### src/rtl/color_correction_matrix_if.sv
// Pixel stream, coefficient-write and status signals for the colour-correction matrix.
// The master drives pixels and coefficients; the slave returns corrected pixels and status.
interface color_correction_matrix_if #(
    parameter int COEF_W = 12
);
    logic [7:0]               iR;
    logic [7:0]               iG;
    logic [7:0]               iB;
    logic                     iValid;
    logic                     iDone;
    logic                     coefWe;
    logic [3:0]               coefAddr;
    logic signed [COEF_W-1:0] coefData;
    logic [7:0]               oR;
    logic [7:0]               oG;
    logic [7:0]               oB;
    logic                     oValid;
    logic                     oDone;
    logic [31:0]              pixelCnt;
    logic                     busy;

    modport master (
        output iR, iG, iB, iValid, iDone, coefWe, coefAddr, coefData,
        input  oR, oG, oB, oValid, oDone, pixelCnt, busy
    );

    modport slave (
        input  iR, iG, iB, iValid, iDone, coefWe, coefAddr, coefData,
        output oR, oG, oB, oValid, oDone, pixelCnt, busy
    );
endinterface

### src/rtl/color_correction_matrix.sv
// 3x3 signed colour-correction matrix over a 3-stage pipeline (products, sums, round/clamp).
// Coefficients are written to a shadow bank and committed to the active bank at frame boundaries.
module color_correction_matrix #(
    parameter int COEF_W    = 12,
    parameter int FRAC_BITS = 8
) (
    input  logic                     clk,
    input  logic                     reset,
    color_correction_matrix_if.slave bus
);
    localparam int PROD_W = COEF_W + 9;
    localparam int SUM_W  = PROD_W + 2;

    localparam logic [0:0] ST_IDLE   = 1'b0;
    localparam logic [0:0] ST_ACTIVE = 1'b1;

    localparam logic signed [COEF_W-1:0] COEF_ONE = COEF_W'(1 << FRAC_BITS);
    localparam logic signed [SUM_W-1:0]  ROUND    = SUM_W'(1 << (FRAC_BITS - 1));

    logic signed [COEF_W-1:0] r_shadow [9];
    logic signed [COEF_W-1:0] r_active [9];
    logic                     r_pending;
    logic [0:0]               r_state;

    logic signed [PROD_W-1:0] r_prod [9];
    logic signed [SUM_W-1:0]  r_sum  [3];
    logic                     r_v1, r_d1, r_v2, r_d2;
    logic [7:0]               r_oR, r_oG, r_oB;
    logic                     r_oValid, r_oDone;
    logic [31:0]              r_pixelCnt;

    logic [7:0]               w_px    [3];
    logic signed [SUM_W-1:0]  w_shift [3];
    logic [7:0]               w_rc    [3];
    logic                     w_coef_wr;
    logic                     w_commit;

    always_comb begin
        w_px[0]   = bus.iR;
        w_px[1]   = bus.iG;
        w_px[2]   = bus.iB;
        w_coef_wr = bus.coefWe && (bus.coefAddr <= 4'd8);
        w_commit  = r_pending && ((r_state == ST_IDLE) || bus.iDone);
    end

    // Commit copies the shadow as it stood before this edge's write.
    always_ff @(posedge clk or posedge reset) begin
        if (reset) begin
            for (int i = 0; i < 9; i++) begin
                r_shadow[i] <= (i == 0 || i == 4 || i == 8) ? COEF_ONE : '0;
                r_active[i] <= (i == 0 || i == 4 || i == 8) ? COEF_ONE : '0;
            end
            r_pending <= 1'b0;
        end else begin
            if (w_commit) begin
                for (int i = 0; i < 9; i++) r_active[i] <= r_shadow[i];
            end
            if (w_coef_wr) begin
                r_shadow[bus.coefAddr] <= bus.coefData;
                r_pending              <= 1'b1;
            end else if (w_commit) begin
                r_pending <= 1'b0;
            end
        end
    end

    always_ff @(posedge clk or posedge reset) begin
        if (reset) begin
            r_state <= ST_IDLE;
        end else if (bus.iDone) begin
            r_state <= ST_IDLE;
        end else if (bus.iValid) begin
            r_state <= ST_ACTIVE;
        end
    end

    always_comb begin
        for (int r = 0; r < 3; r++) begin
            w_shift[r] = (r_sum[r] + ROUND) >>> FRAC_BITS;
            if (w_shift[r][SUM_W-1]) begin
                w_rc[r] = 8'd0;
            end else if (w_shift[r] > SUM_W'(255)) begin
                w_rc[r] = 8'hFF;
            end else begin
                w_rc[r] = w_shift[r][7:0];
            end
        end
    end

    always_ff @(posedge clk or posedge reset) begin
        if (reset) begin
            for (int i = 0; i < 9; i++) r_prod[i] <= '0;
            for (int r = 0; r < 3; r++) r_sum[r] <= '0;
            r_v1       <= 1'b0;
            r_d1       <= 1'b0;
            r_v2       <= 1'b0;
            r_d2       <= 1'b0;
            r_oR       <= 8'd0;
            r_oG       <= 8'd0;
            r_oB       <= 8'd0;
            r_oValid   <= 1'b0;
            r_oDone    <= 1'b0;
            r_pixelCnt <= 32'd0;
        end else begin
            // Row-major: coefficient i maps input channel i%3 into output channel i/3.
            for (int i = 0; i < 9; i++) begin
                r_prod[i] <= $signed(PROD_W'(r_active[i])) *
                             $signed(PROD_W'({1'b0, w_px[i % 3]}));
            end
            for (int r = 0; r < 3; r++) begin
                r_sum[r] <= SUM_W'(r_prod[3*r]) + SUM_W'(r_prod[3*r+1]) + SUM_W'(r_prod[3*r+2]);
            end
            r_v1 <= bus.iValid;
            r_d1 <= bus.iDone;
            r_v2 <= r_v1;
            r_d2 <= r_d1;
            if (r_v2) begin
                r_oR <= w_rc[0];
                r_oG <= w_rc[1];
                r_oB <= w_rc[2];
            end
            r_oValid <= r_v2;
            r_oDone  <= r_d2;
            // Count tracks the pixel being presented, so a pixel arriving with the clear counts as 1.
            if (r_oDone) begin
                r_pixelCnt <= {31'd0, r_v2};
            end else if (r_v2) begin
                r_pixelCnt <= r_pixelCnt + 32'd1;
            end
        end
    end

    assign bus.oR       = r_oR;
    assign bus.oG       = r_oG;
    assign bus.oB       = r_oB;
    assign bus.oValid   = r_oValid;
    assign bus.oDone    = r_oDone;
    assign bus.pixelCnt = r_pixelCnt;
    assign bus.busy     = (r_state == ST_ACTIVE);
endmodule

### src/flat_wrapper.sv
// flat-port wrapper written by rule: the top's interface ports become plain ports
module color_correction_matrix_flat 
#(
    parameter int COEF_W    = 12,
    parameter int FRAC_BITS = 8
)
  (clk, reset, bus_iR, bus_iG, bus_iB, bus_iValid, bus_iDone, bus_coefWe, bus_coefAddr, bus_coefData, bus_oR, bus_oG, bus_oB, bus_oValid, bus_oDone, bus_pixelCnt, bus_busy);
  color_correction_matrix_if #(.COEF_W(COEF_W)) bus_i ();
  input  logic clk;
  input  logic reset;
  input wire logic [$bits(bus_i.iR)-1:0] bus_iR;
  input wire logic [$bits(bus_i.iG)-1:0] bus_iG;
  input wire logic [$bits(bus_i.iB)-1:0] bus_iB;
  input wire logic [$bits(bus_i.iValid)-1:0] bus_iValid;
  input wire logic [$bits(bus_i.iDone)-1:0] bus_iDone;
  input wire logic [$bits(bus_i.coefWe)-1:0] bus_coefWe;
  input wire logic [$bits(bus_i.coefAddr)-1:0] bus_coefAddr;
  input wire logic [$bits(bus_i.coefData)-1:0] bus_coefData;
  output wire logic [$bits(bus_i.oR)-1:0] bus_oR;
  output wire logic [$bits(bus_i.oG)-1:0] bus_oG;
  output wire logic [$bits(bus_i.oB)-1:0] bus_oB;
  output wire logic [$bits(bus_i.oValid)-1:0] bus_oValid;
  output wire logic [$bits(bus_i.oDone)-1:0] bus_oDone;
  output wire logic [$bits(bus_i.pixelCnt)-1:0] bus_pixelCnt;
  output wire logic [$bits(bus_i.busy)-1:0] bus_busy;
  assign bus_i.iR = bus_iR;
  assign bus_i.iG = bus_iG;
  assign bus_i.iB = bus_iB;
  assign bus_i.iValid = bus_iValid;
  assign bus_i.iDone = bus_iDone;
  assign bus_i.coefWe = bus_coefWe;
  assign bus_i.coefAddr = bus_coefAddr;
  assign bus_i.coefData = bus_coefData;
  assign bus_oR = bus_i.oR;
  assign bus_oG = bus_i.oG;
  assign bus_oB = bus_i.oB;
  assign bus_oValid = bus_i.oValid;
  assign bus_oDone = bus_i.oDone;
  assign bus_pixelCnt = bus_i.pixelCnt;
  assign bus_busy = bus_i.busy;
  color_correction_matrix #(.COEF_W(COEF_W), .FRAC_BITS(FRAC_BITS)) u_core (.clk(clk), .reset(reset), .bus(bus_i));
endmodule
### config.mk
export PLATFORM = sky130hd
export DESIGN_NAME = color_correction_matrix_flat
export DESIGN_NICKNAME = d
export VERILOG_FILES = /design/src/rtl/color_correction_matrix_if.sv /design/src/rtl/color_correction_matrix.sv /design/src/flat_wrapper.sv
export SDC_FILE = /design/constraint.sdc
export NUM_CORES = 2
export LEC_CHECK = 0
export ABC_AREA = 1
export CAP_MARGIN = 20
export CORE_AREA = 3 3 395 397
export CTS_CLUSTER_DIAMETER = 50
export DETAILED_ROUTE_END_ITERATION = 8
export DIE_AREA = 0 0 398 400
export DONT_BUFFER_PORTS = 1
export RECOVER_POWER = 50
export SLEW_MARGIN = 10
export SYNTH_ARGS = -nofsm -noshare
export SYNTH_HDL_FRONTEND = slang
export SYNTH_SLANG_ARGS = --single-unit
### constraint.sdc
create_clock -name clk -period 53.9 [get_ports clk]
set_clock_uncertainty 0.05 [all_clocks]
set_input_delay 8.085 -clock clk [delete_from_list [all_inputs] [get_ports clk]]
set_output_delay 8.085 -clock clk [all_outputs]
set_load 0.005 [all_outputs]
---- Word level (Yosys, flattened, before mapping) ----
Cells that the tools add are included.
word-level totals
  register bits after elaboration ......... 538
  input bits .............................. 45
  output and inout bits ................... 59
  logic and storage cells ................. 91
cells by class
  add/subtract/negate cells ............... 10
  $mul .................................... 9
  magnitude comparators ................... 6
  muxes and demuxes ....................... 15
  bitwise operators ....................... 2
  reduce and logical (&&, ||, !) cells .... 7
operators with widths
  operator                                                                          count
  12-bit by 9-bit multiplier with 21-bit output                                     9
  108-bit bitwise mux                                                               1
  22-bit by 21-bit adder with 23-bit output                                         3
  23-bit by 9-bit adder with 23-bit output, second input constant                   3
  21-bit by 21-bit adder with 22-bit output                                         3
  32-bit 2-to-1 mux                                                                 2
  12-bit demux with 4-bit select                                                    1
  8-bit 2-to-1 mux                                                                  6
  15-bit by 9-bit greater-than comparator with 1-bit output, second input constant  3
  32-bit by 1-bit adder with 32-bit output, second input constant                   1
  12-bit 2-to-1 mux                                                                 1
  2-bit nonzero test                                                                3
  5-bit greater-or-equal comparator, second input constant                          1
  5-bit by 1-bit < comparator with 1-bit output, second input constant              1
  4-bit inverter with 5-bit output                                                  1
  4-bit less-or-equal comparator, second input constant                             1
  1-bit 2-to-1 mux                                                                  4
  1-bit logical AND                                                                 3
  1-bit logical OR                                                                  1
  1-bit inverter                                                                    1

---- Logic depth before layout (Yosys ltp) ----
  depth after elaboration ................. 6
  mapped depth ............................ 23
  depth with buffers taken out ............ 21

---- Least setup slack after synthesis ----
Ideal clock, no wire load.
  path kind ............................... in2reg
  from .................................... in bus_iR[1]
  to ...................................... reg u_core.r_prod[123] (netlist bit)
  setup time .............................. 79 ps
  arrival ................................. 12036 ps
  required time ........................... 53771 ps
  setup slack ............................. 41734 ps
  stages on the path ...................... 17
  path buffers ............................ 2
  cells stage by stage .................... clkbuf_1 > clkbuf_1 > nand2_1 > inv_1 > fa_1 > fa_1 > inv_1 > fa_1 > fa_1 > inv_1 > ha_1 > nand2_1 > inv_1 > nand4_1 > or2_2 > nand2_1 > xor2_1
on the way
  cells in the longest elaborated chain, start to end .. 1
RTL lines
  item                                           line                            RTL
  start: declaration                             flat_wrapper.sv:11              input wire logic [$bits(bus_i.iR)-1:0] bus_iR;
  12-bit by 9-bit multiplier with 21-bit output  color_correction_matrix.sv:107  r_prod[i] <= $signed(PROD_W'(r_active[i])) *
  end signal: indexed assignment                 color_correction_matrix.sv:107
  end: declaration                               color_correction_matrix.sv:25   logic signed [PROD_W-1:0] r_prod [9];
Every way passes these cells.
A chain may end at the register's enable or synchronous reset.

==> flow_metrics.py <==
metrics = {
    "timing": {
        "setup_tns_ns": 0,
        "hold_viol_final": 0,
        "worst_pin_slew_ns": 6.863,
        "maxSlewHeadroom": -3.575,
        "slew_violations": 474,
        "finalSetupViolations": 0,
        "post-route-min-period_ns": 17.26,
        "fmax_ghz": 0.05795,
        "fin_crit_sh": 0.3201,
        "rsz0062_at_grt": "no",
    },
    "yosys": {
        "synth_area_leader_cell": "fa_1",
        "synth_top_area_frac": 0.2700,
        "post-synth-top-count-cell": "inv_1",
        "synthFlopType": "dfrtp_1",
        "ys_async_sr_fraction": 1.000,
        "avgSynthCellArea_um2": 8.014,
        "yosys.cell_types.count": 46,
        "synth_area_leaders": "fa_1, dfrtp_1, inv_1, nand2_1, ha_1",
        "synth.net_count": 8302,
        "syn_area_um2": 56500,
        "ys_ff_latch": 517,
        "synth-seq-area-share": 0.2291,
        "netlist_top_cells_count": "inv_1, nand2_1, fa_1, dfrtp_1, ha_1",
        "synth_edf_count": 0,
        "ys.warnings.count": 0,
        "syn-instance-count": 7050,
    },
    "clocking": {
        "clock_tree.root_cell": "clkbuf_16",
        "clk_pin_slew_ns": 0.05,
        "clockBufferDepth": 3,
        "insertion_delay_ns": 0.67,
        "h-tree-depth": 3,
        "cts_resized": 0,
        "post_cts_buffers": 0,
        "cts_buffers": 71,
        "clock-sinks": 517,
        "cts_tree": "done",
        "hold_buffers": 0,
    },
    "cells_and_area": {
        "drive_gt1_frac": 0.02336,
        "nets": 8131,
        "fill_cells": 15440,
        "syn2layout_area_growth_pct": 7.207,
    },
    "worst_setup_path": {
        "cp_max_fo": 131,
        "crit_type": "input port to async pin",
        "cp_slowest_cell": "clkbuf_1",
        "cp_cell_sequence": "clkinvlp_2, clkbuf_1",
        "worstPathRequired_ns": 52.92,
        "rrSetupSlack_ns": 48.24,
        "critPathMaxStageDelay_ns": 4.99,
        "cp-start-kind": "input port",
        "cp-end-kind": "async pin",
        "critical-path-top-delay-family": "buffers and inverters",
        "critical_path_arrival_ns": 16.27,
        "cp_num_buf_inv": 2,
    },
    "floorplanning": {
        "dieHeight_um": 400,
        "num_rows": 143,
        "die_area_um2": 159200,
        "core_um2": 152300,
        "pin_count": 104,
        "fp.dieW_um": 398,
        "initial_core_util": 0.3710,
    },
    "route": {
        "first_pass_iters": 5,
        "ant_nets": 0,
        "wl_per_cell_um": 16.17,
        "vias_per_cell": 4.672,
        "drt_iter0_markers": 2793,
        "dr_total_vias": 41910,
        "wirelength_um": 145100,
        "drc": 0,
    },
    "min_path": {
        "hold_class": "flop to flop",
    },
    "status": {
        "violations": "max-capacitance violations, max-slew violations",
        "status": "finished, violations left",
    },
    "global_routing": {
        "grt_max_degree": 132,
        "grt_overflow": 0,
        "grt_pass1_vias": 43660,
        "grt_pass1_wl_um": 238500,
        "grt_antenna_before_repair": 3,
        "track_usage": 0.1887,
    },
    "placement": {
        "place_congestion": 0.9383,
        "dpl.hpwl_um": 115900,
        "portBuffers": 0,
    },
    "job": {
        "cap_violations": 5,
    },
}
flip-flops by register name, indices dropped and copies added, names as in the netlist:
signal	flops
u_core.r_prod	189
u_core.r_active	108
u_core.r_shadow	108
u_core.r_sum	48
u_core.bus.pixelCnt	32
u_core.bus.oB	8
u_core.bus.oG	8
u_core.bus.oR	8
u_core.bus.busy	1
u_core.bus.oDone	1
u_core.bus.oValid	1
u_core.r_d1	1
u_core.r_d2	1
u_core.r_pending	1
u_core.r_v1	1
u_core.r_v2	1
metal layers:
| layer | vias to the layer above | routed length, um | track usage |
|---|---|---|---|
| met5 | - | 0 | 0 |
| li1 | 20340 | - | - |
| met1 | 20380 | 64870 | 0.2572 |
| met2 | 1005 | 67590 | 0.3111 |
| met3 | 181 | 7672 | 0.02583 |
| met4 | 0 | 4920 | 0.05887 |
layout by cell type (no fill, tap or decap), types with 3 or more instances in the layout:
cell type,count
or2_2,10
nor2_4,7
nor3_1,41
dfstp_2,6
a21oi_1,246
o21ai_1,38
a31oi_1,14
a21o_1,26
fa_1,762
clkinv_8,5
clkbuf_1,12
inv_6,10
bufinv_16,6
o31ai_1,6
clkbuf_8,5
nand4_1,56
nand3b_1,7
a21boi_0,9
clkinv_2,8
clkbuf_16,73
clkinv_4,4
clkinvlp_4,4
nand3_1,179
inv_8,6
nor4_1,3
o21ai_0,271
nand2_1,1838
diode_2,3
xnor2_1,63
buf_4,4
xor2_1,154
ha_1,445
inv_1,1852
o21bai_1,18
dfrtp_1,511
nor2_1,212
through the flow:
stage                     hold WS (ns)  area [um2]  utilization  setup slack [ns]  cells
after floorplan                 0.2812       56500            -             31.33   7050
after global routing            0.3169       60560       0.3978             34.49   8968
after detailed placement        0.2912       58150       0.3819             41.84   8836
after CTS                       0.3032       60640       0.3983             42.57   8966
final                           0.3041       60570       0.3978             36.64   8969
after global placement          0.2875       58120       0.3817             41.86   8835
cell families (layout without fill, tap and decap cells):
group / count (synthesis) / after routing / synth area share
AO/OA/AOI/OAI: 639 / 639 / 0.06044
XOR/XNOR: 217 / 217 / 0.03364
adder cells (fa/ha/maj): 1207 / 1207 / 0.3686
buffers and inverters: 2110 / 1996 / 0.1412
flip-flops: 517 / 517 / 0.2291
other: 0 / 3 / 0
AND/OR/NAND/NOR: 2360 / 2360 / 0.1670
cell type report:
class,instances,area [um2],area share
clock buffer,85,1922,0.03173
multi-input combinational,4423,35540,0.5867
antenna,3,7.507,0.0001239
clock inverter,45,571.8,0.009441
tap,2030,2540,0.04194
inverter,1856,6968,0.1150
timing repair buffer,10,76.32,0.001260
sequential,517,12940,0.2137
path summary, 6_finish.rpt:
kind / start / end / depth (start not counted)
max: reset / u_core.r_sum[20] / 2
min: u_core.r_d2 / u_core.bus.oDone / 0
max reg2reg: u_core.bus.busy / u_core.r_active[12] / 5
min reg2reg: u_core.r_d2 / u_core.bus.oDone / 0
max in group clk: bus_iDone / u_core.r_active[12] / 4
min in group asynchronous: reset / u_core.bus.pixelCnt[15] / 1
Power is not shown: default switching activity piles up to over one toggle a cycle in this logic, so the estimate is an artifact.
